[config.mk]
export PLATFORM = sky130hd
export DESIGN_NAME = vga_timing_gen
export DESIGN_NICKNAME = d
export VERILOG_FILES = /design/src/rtl/vga_pkg.sv /design/src/rtl/vga_sync_delay.sv /design/src/rtl/vga_timing_gen.sv
export SDC_FILE = /design/constraint.sdc
export NUM_CORES = 1
export LEC_CHECK = 0
export ABC_AREA = 1
export BUFFER_PORTS_ARGS = -buffer_cell sky130_fd_sc_hd__buf_2
export CORE_UTILIZATION = 45
export CTS_BUF_LIST = sky130_fd_sc_hd__clkbuf_8
export DETAILED_ROUTE_END_ITERATION = 10
export PLACE_DENSITY = 0.76
export SLEW_MARGIN = 20
export SYNTH_ARGS = -nofsm -noshare
export SYNTH_HDL_FRONTEND = slang
export SYNTH_SLANG_ARGS = --single-unit
[constraint.sdc]
create_clock -name pclk -period 1.55 [get_ports pclk]
set_input_delay 0.31 -clock pclk [delete_from_list [all_inputs] [get_ports pclk]]
set_output_delay 0.31 -clock pclk [all_outputs]
set_load 0.1 [all_outputs]
[src/rtl/vga_pkg.sv]
// Shared 640x480@60 raster constants, RGB565 pixel type and sync bundle used by
// the timing generator and every pixel source hanging off it.
package vga_pkg;

   localparam int VGA_H_ACTIVE = 640;
   localparam int VGA_H_FP     = 16;
   localparam int VGA_H_SYNC   = 96;
   localparam int VGA_H_BP     = 48;
   localparam int VGA_V_ACTIVE = 480;
   localparam int VGA_V_FP     = 10;
   localparam int VGA_V_SYNC   = 2;
   localparam int VGA_V_BP     = 33;

   localparam int CNT_W   = 10;
   localparam int CNT_MAX = 1 << CNT_W;
   localparam int RGB_W   = 16;

   typedef logic [RGB_W-1:0] rgb565_t;

   typedef struct packed {
      logic de;
      logic hs;
      logic vs;
   } sync_t;

   // Blanked with both syncs released: the state the connector sees out of reset.
   localparam sync_t SYNC_IDLE = '{de: 1'b0, hs: 1'b1, vs: 1'b1};

   function automatic logic in_range(input logic [CNT_W-1:0] cnt, input int lo, input int hi);
      return (int'(cnt) >= lo) && (int'(cnt) < hi);
   endfunction

endpackage

[src/rtl/vga_sync_delay.sv]
// DEPTH-stage shift register for {de, hs, vs}, matching the pixel source latency.
module vga_sync_delay
   import vga_pkg::*;
#(
   parameter int DEPTH = 2
) (
   input  logic  pclk,
   input  logic  rst_n,
   input  sync_t sync_i,
   output sync_t sync_o
);

   sync_t [DEPTH-1:0] pipe_q;

   always_ff @(posedge pclk) begin
      if (!rst_n) begin
         for (int i = 0; i < DEPTH; i++) pipe_q[i] <= SYNC_IDLE;
      end else begin
         pipe_q[0] <= sync_i;
         for (int i = 1; i < DEPTH; i++) pipe_q[i] <= pipe_q[i-1];
      end
   end

   assign sync_o = pipe_q[DEPTH-1];

endmodule

[src/rtl/vga_timing_gen.sv]
// Raster timing generator: counters, registered de/X/Y and start strobes for
// pixel sources, and a delayed sync/blanking path feeding the DAC.
module vga_timing_gen
   import vga_pkg::*;
#(
   parameter int H_ACTIVE = VGA_H_ACTIVE,
   parameter int H_FP     = VGA_H_FP,
   parameter int H_SYNC   = VGA_H_SYNC,
   parameter int H_BP     = VGA_H_BP,
   parameter int V_ACTIVE = VGA_V_ACTIVE,
   parameter int V_FP     = VGA_V_FP,
   parameter int V_SYNC   = VGA_V_SYNC,
   parameter int V_BP     = VGA_V_BP,
   parameter int PIPE_DLY = 2
) (
   input  logic             pclk,
   input  logic             rst_n,
   output logic             de,
   output logic [CNT_W-1:0] X,
   output logic [CNT_W-1:0] Y,
   output logic             frame_start,
   output logic             line_start,
   input  logic [RGB_W-1:0] pix_in,
   output logic             vga_hs,
   output logic             vga_vs,
   output logic [RGB_W-1:0] vga_rgb
);

   localparam int H_TOTAL    = H_ACTIVE + H_FP + H_SYNC + H_BP;
   localparam int V_TOTAL    = V_ACTIVE + V_FP + V_SYNC + V_BP;
   localparam int H_SYNC_BEG = H_ACTIVE + H_FP;
   localparam int V_SYNC_BEG = V_ACTIVE + V_FP;

   if (PIPE_DLY < 1 || PIPE_DLY > 4 || H_TOTAL > CNT_MAX || V_TOTAL > CNT_MAX) begin : g_bad_params
      $error("vga_timing_gen: PIPE_DLY must be 1..4 and raster totals must fit the counters");
   end

   logic [CNT_W-1:0] h_cnt_q, h_cnt_d, v_cnt_q, v_cnt_d;
   logic [CNT_W-1:0] x_q, x_d, y_q, y_d;
   logic             de_q, de_d, fs_q, fs_d, ls_q, ls_d, hs_q, hs_d, vs_q, vs_d;
   logic [RGB_W-1:0] rgb_q, rgb_d;
   logic             h_wrap, v_wrap;
   sync_t            sync_dly;

   always_comb begin
      h_wrap  = (int'(h_cnt_q) == H_TOTAL - 1);
      v_wrap  = (int'(v_cnt_q) == V_TOTAL - 1);
      h_cnt_d = h_wrap ? '0 : h_cnt_q + 1'b1;
      v_cnt_d = v_cnt_q;
      if (h_wrap) v_cnt_d = v_wrap ? '0 : v_cnt_q + 1'b1;

      de_d = in_range(h_cnt_q, 0, H_ACTIVE) && in_range(v_cnt_q, 0, V_ACTIVE);
      x_d  = de_d ? h_cnt_q : '0;
      y_d  = de_d ? v_cnt_q : '0;
      fs_d = de_d && (h_cnt_q == '0) && (v_cnt_q == '0);
      ls_d = de_d && (h_cnt_q == '0);
      hs_d = !in_range(h_cnt_q, H_SYNC_BEG, H_SYNC_BEG + H_SYNC);
      vs_d = !in_range(v_cnt_q, V_SYNC_BEG, V_SYNC_BEG + V_SYNC);

      // Blank on the delayed de so a source's porch garbage never reaches the DAC.
      rgb_d = sync_dly.de ? pix_in : '0;
   end

   always_ff @(posedge pclk) begin
      if (!rst_n) begin
         h_cnt_q <= '0;
         v_cnt_q <= '0;
         de_q    <= 1'b0;
         x_q     <= '0;
         y_q     <= '0;
         fs_q    <= 1'b0;
         ls_q    <= 1'b0;
         hs_q    <= 1'b1;
         vs_q    <= 1'b1;
         rgb_q   <= '0;
      end else begin
         h_cnt_q <= h_cnt_d;
         v_cnt_q <= v_cnt_d;
         de_q    <= de_d;
         x_q     <= x_d;
         y_q     <= y_d;
         fs_q    <= fs_d;
         ls_q    <= ls_d;
         hs_q    <= hs_d;
         vs_q    <= vs_d;
         rgb_q   <= rgb_d;
      end
   end

   vga_sync_delay #(
      .DEPTH(PIPE_DLY)
   ) u_sync_delay (
      .pclk   (pclk),
      .rst_n  (rst_n),
      .sync_i ('{de: de_q, hs: hs_q, vs: vs_q}),
      .sync_o (sync_dly)
   );

   assign de          = de_q;
   assign X           = x_q;
   assign Y           = y_q;
   assign frame_start = fs_q;
   assign line_start  = ls_q;
   assign vga_hs      = sync_dly.hs;
   assign vga_vs      = sync_dly.vs;
   assign vga_rgb     = rgb_q;

endmodule
==> summary.txt <==
Run status
  • Status: finished, final reports clean

Placed design
  • HPWL Detailed: 3316 um
  • Dpl cells: 439
  • Routability cong.: 0.8779
  • Port bufs: 58
  • Cell Area, Placed: 0.002786 mm^2

Detailed routing
  • DRT met1 WL: 2113 um
  • Iter 0 DRT Violations: 80
  • Vias: between 2000 and 2500
  • DRT antenna net count: 0
  • Drt via density: about 4.5
  • DR WL/cell: between 10 and 15 um
  • WL met2: approximately 2300 um
  • Detailed Routing Iterations Pass 1: 4
  • Top layer in use: met4
  • Number of remaining DRC errors: 0
  • Met3 wire length: 342 um
  • Routed WL: 4802 um

STA
  • Clk_skew: ~8.4 ps
  • Hold Vio Cnt, Final: 0
  • Fin. max-slew vios: 0
  • Fmax: between 700 and 800 MHz
  • Hold WS: 169.5 ps
  • Final-report setup violation count: 0
  • Final period util: around nine tenths
  • Fin crit period: 1421 ps

Finish
  • Ant diodes: 0
  • Finished Layout Cells: 457
  • Layout cells sized above 1: approximately 25%
  • Final instance area: ~0.003 mm^2
  • Nets@finish: 404
  • Layout area overhead: 26.37%

Pwr
  • Switching power: 0.8607 mW
  • Clock Power Share: approximately 46%
  • Sw Share: 23.08%
  • Pleak: 1.545 nW
  • Gate power share: under 10%
  • Peak VDD IR: approximately 0.00051 V
  • PD cells: roughly 1200 mW/mm^2
  • Pint: 2.868 mW
  • Final Power: around 3.7 mW
  • Sequential Power Share: a little under half

Clock network
  • CTS max path bufs: 2
  • Worst-skew pair later-pin latency: 340 ps
  • Root Driver: clkbuf_8
  • Num CTS Buffers: 9
  • Clock net sink count: 67
  • CTS tree: yes
  • Worst-path clk slew: 70 ps
  • CTS HTree Levels: 3
  • Hold Buf Count CTS: 0

Logic synthesis
  • Top FF cell, synth: dfxtp_1
  • Mapped Nets: ~340
  • Post-synth top area share: 55.54%
  • Top-count cell post-synth: nor2_1
  • Ys Warns: 0
  • Synth Register Bits: 67
  • Post-synth EDFFs: 0
  • Post-synthesis average cell area: approximately 7.7 um^2
  • Async S/R FF share, synth: 0%
  • Post-Syn Instances: between 300 and 400
  • Top cell type by total area after synthesis: dfxtp_1
  • Sequential area share after synthesis: a little under three fifths
  • Mapped Area: between 0.002 and 0.0025 mm^2
  • Synth cell count leaders: nor2_1, dfxtp_1, nand2_1
  • Netlist cell types: 22
  • Top cells by area, synth: dfxtp_1, nor2_1, nand2_1

Floorplanning
  • I/O pin cnt: 59
  • Row count: 26
  • Die height: approximately 75 um
  • Core ar.: approximately 0.005 mm^2
  • Initial Util: around 47%
  • Die ar.: 0.005663 mm^2
  • Horiz. Die Dim: approximately 75 um

Worst setup path
  • Worst Path Required: 1830 ps
  • R2r setup slk: around 130 ps
  • Bufs and invs on worst path: 3
  • Delay-heaviest family, CP: simple AND/OR/NAND/NOR gates
  • CP max stage delay: roughly 360 ps
  • Crit path cell chain: ha_1, nand2_1, inv_2, nand2_2, nor2_4, buf_4, nand2_2, nand2_1, inv_1, nor2_1
  • Worst-path maximum fanout: 6
  • CP endpoint kind: flop
  • Crit path kind: flop to flop
  • CP startpoint kind: flop
  • Crit-path slowest cell: dfxtp_1
  • Crit path DAT: between 1500 and 2000 ps

Global routing
  • Total gr overflow: 0
  • Initial antenna violation count: 0
  • All-layer global routing usage: between 10% and 20%
  • Vias in the first global route: 1646
  • Global-route wire length before repair: 7376 um
  • Largest net degree at the start of global routing: 17

Flow run
  • Number of max-cap violations: 0

Hold path
  • Worst hold path type: input pin to flop
[worst min-delay path, delay by kind of cell]
kind,cells,cell delay (ps)
buffers and inverters,2,130
AND/OR/NAND/NOR,1,30
[power groups by stage]
stage | logic [mW] | clock network, mW | registers, mW
2_1_floorplan | 0.0638 | 0 | 1.94
6_report | 0.262 | 1.71 | 1.76
3_5_place_dp | 0.261 | 0 | 1.80
4_1_cts | 0.262 | 1.74 | 1.76
3_3_place_gp | 0.259 | 0 | 1.80
5_1_grt | 0.280 | 1.84 | 1.76
[layout make-up]
type	instances	area (um^2)
Inverter	55	206.4
Fill cell	463	2088
Tap cell	70	87.58
Clock buffer	9	123.9
Sequential cell	67	1343
Clock inverter	7	116.4
Multi-Input combinational cell	186	847.1
Timing Repair Buffer	63	327.8
[metal layers]
metal / GRT usage (%) / vias to the layer above
met5: 0 / -
met4: 12.35 / 0
met3: 5.355 / 10
met2: 28.63 / 65
met1: 21.17 / 896
li1: - / 1072
[placed cells by master (no fill, tap or decap), types with 4 or more instances in the layout]
| cell type | netlist | layout |
|---|---|---|
| buf_2 | 2 | 58 |
| clkbuf_8 | 0 | 9 |
| dfxtp_1 | 67 | 66 |
| nand3_1 | 12 | 12 |
| buf_4 | 1 | 5 |
| nand4_1 | 7 | 7 |
| inv_1 | 53 | 53 |
| a21oi_1 | 8 | 8 |
| nand2_1 | 59 | 58 |
| nor2_1 | 76 | 75 |
| nor2_2 | 3 | 5 |
| ha_1 | 4 | 4 |
[state kept, by name, indices dropped and copies added, names as in the netlist]
signal / cells
frame_start: 1
hs_q: 1
vga_rgb: 16
de: 1
u_sync_delay.pipe_q: 3
v_cnt_q: 10
Y: 10
line_start: 1
X: 10
u_sync_delay.sync_o: 3
h_cnt_q: 10
vs_q: 1
[worst paths after layout]
| kind | start | to | depth (start not counted) |
|---|---|---|---|
| hold / removal | pix_in[12] | vga_rgb[12]$_SDFF_PN0_ | 3 |
| hold reg to reg | u_sync_delay.pipe_q[1]$_SDFF_PN1_ | u_sync_delay.sync_o[1]$_SDFF_PN1_ | 2 |
| setup / recovery | h_cnt_q[1]$_SDFF_PP0_ | v_cnt_q[3]$_SDFFE_PN0N_ | 10 |
| setup reg to reg | h_cnt_q[1]$_SDFF_PP0_ | v_cnt_q[3]$_SDFFE_PN0N_ | 10 |
[logic make-up (layout without fill, tap and decap cells)]
family / after synthesis / after routing / synth area share (%)
buf+inv: 61 / 134 / 10.05
fa+ha+maj: 4 / 4 / 2.073
compound gates: 11 / 11 / 2.280
xor+xnor: 2 / 2 / 0.7255
other cells: 1 / 1 / 0.1553
flops: 67 / 67 / 55.54
simple gates: 167 / 168 / 29.17
[metrics by stage]
stage          setup WS (ps)  setup TNS, ps  util, %
2_1_floorplan          284.4              0        -
3_3_place_gp           138.6              0    54.21
3_5_place_dp           94.98              0    54.21
4_1_cts                60.84              0    58.89
5_1_grt               -8.395         -8.395    59.37
6_report               129.3              0    59.37
[repair_timing]
item	CTS	global route
gates resized for setup	0	5
buffers inserted	0	1
endpoints found under the setup margin	0	11
Power figures use the tool's default switching activity.
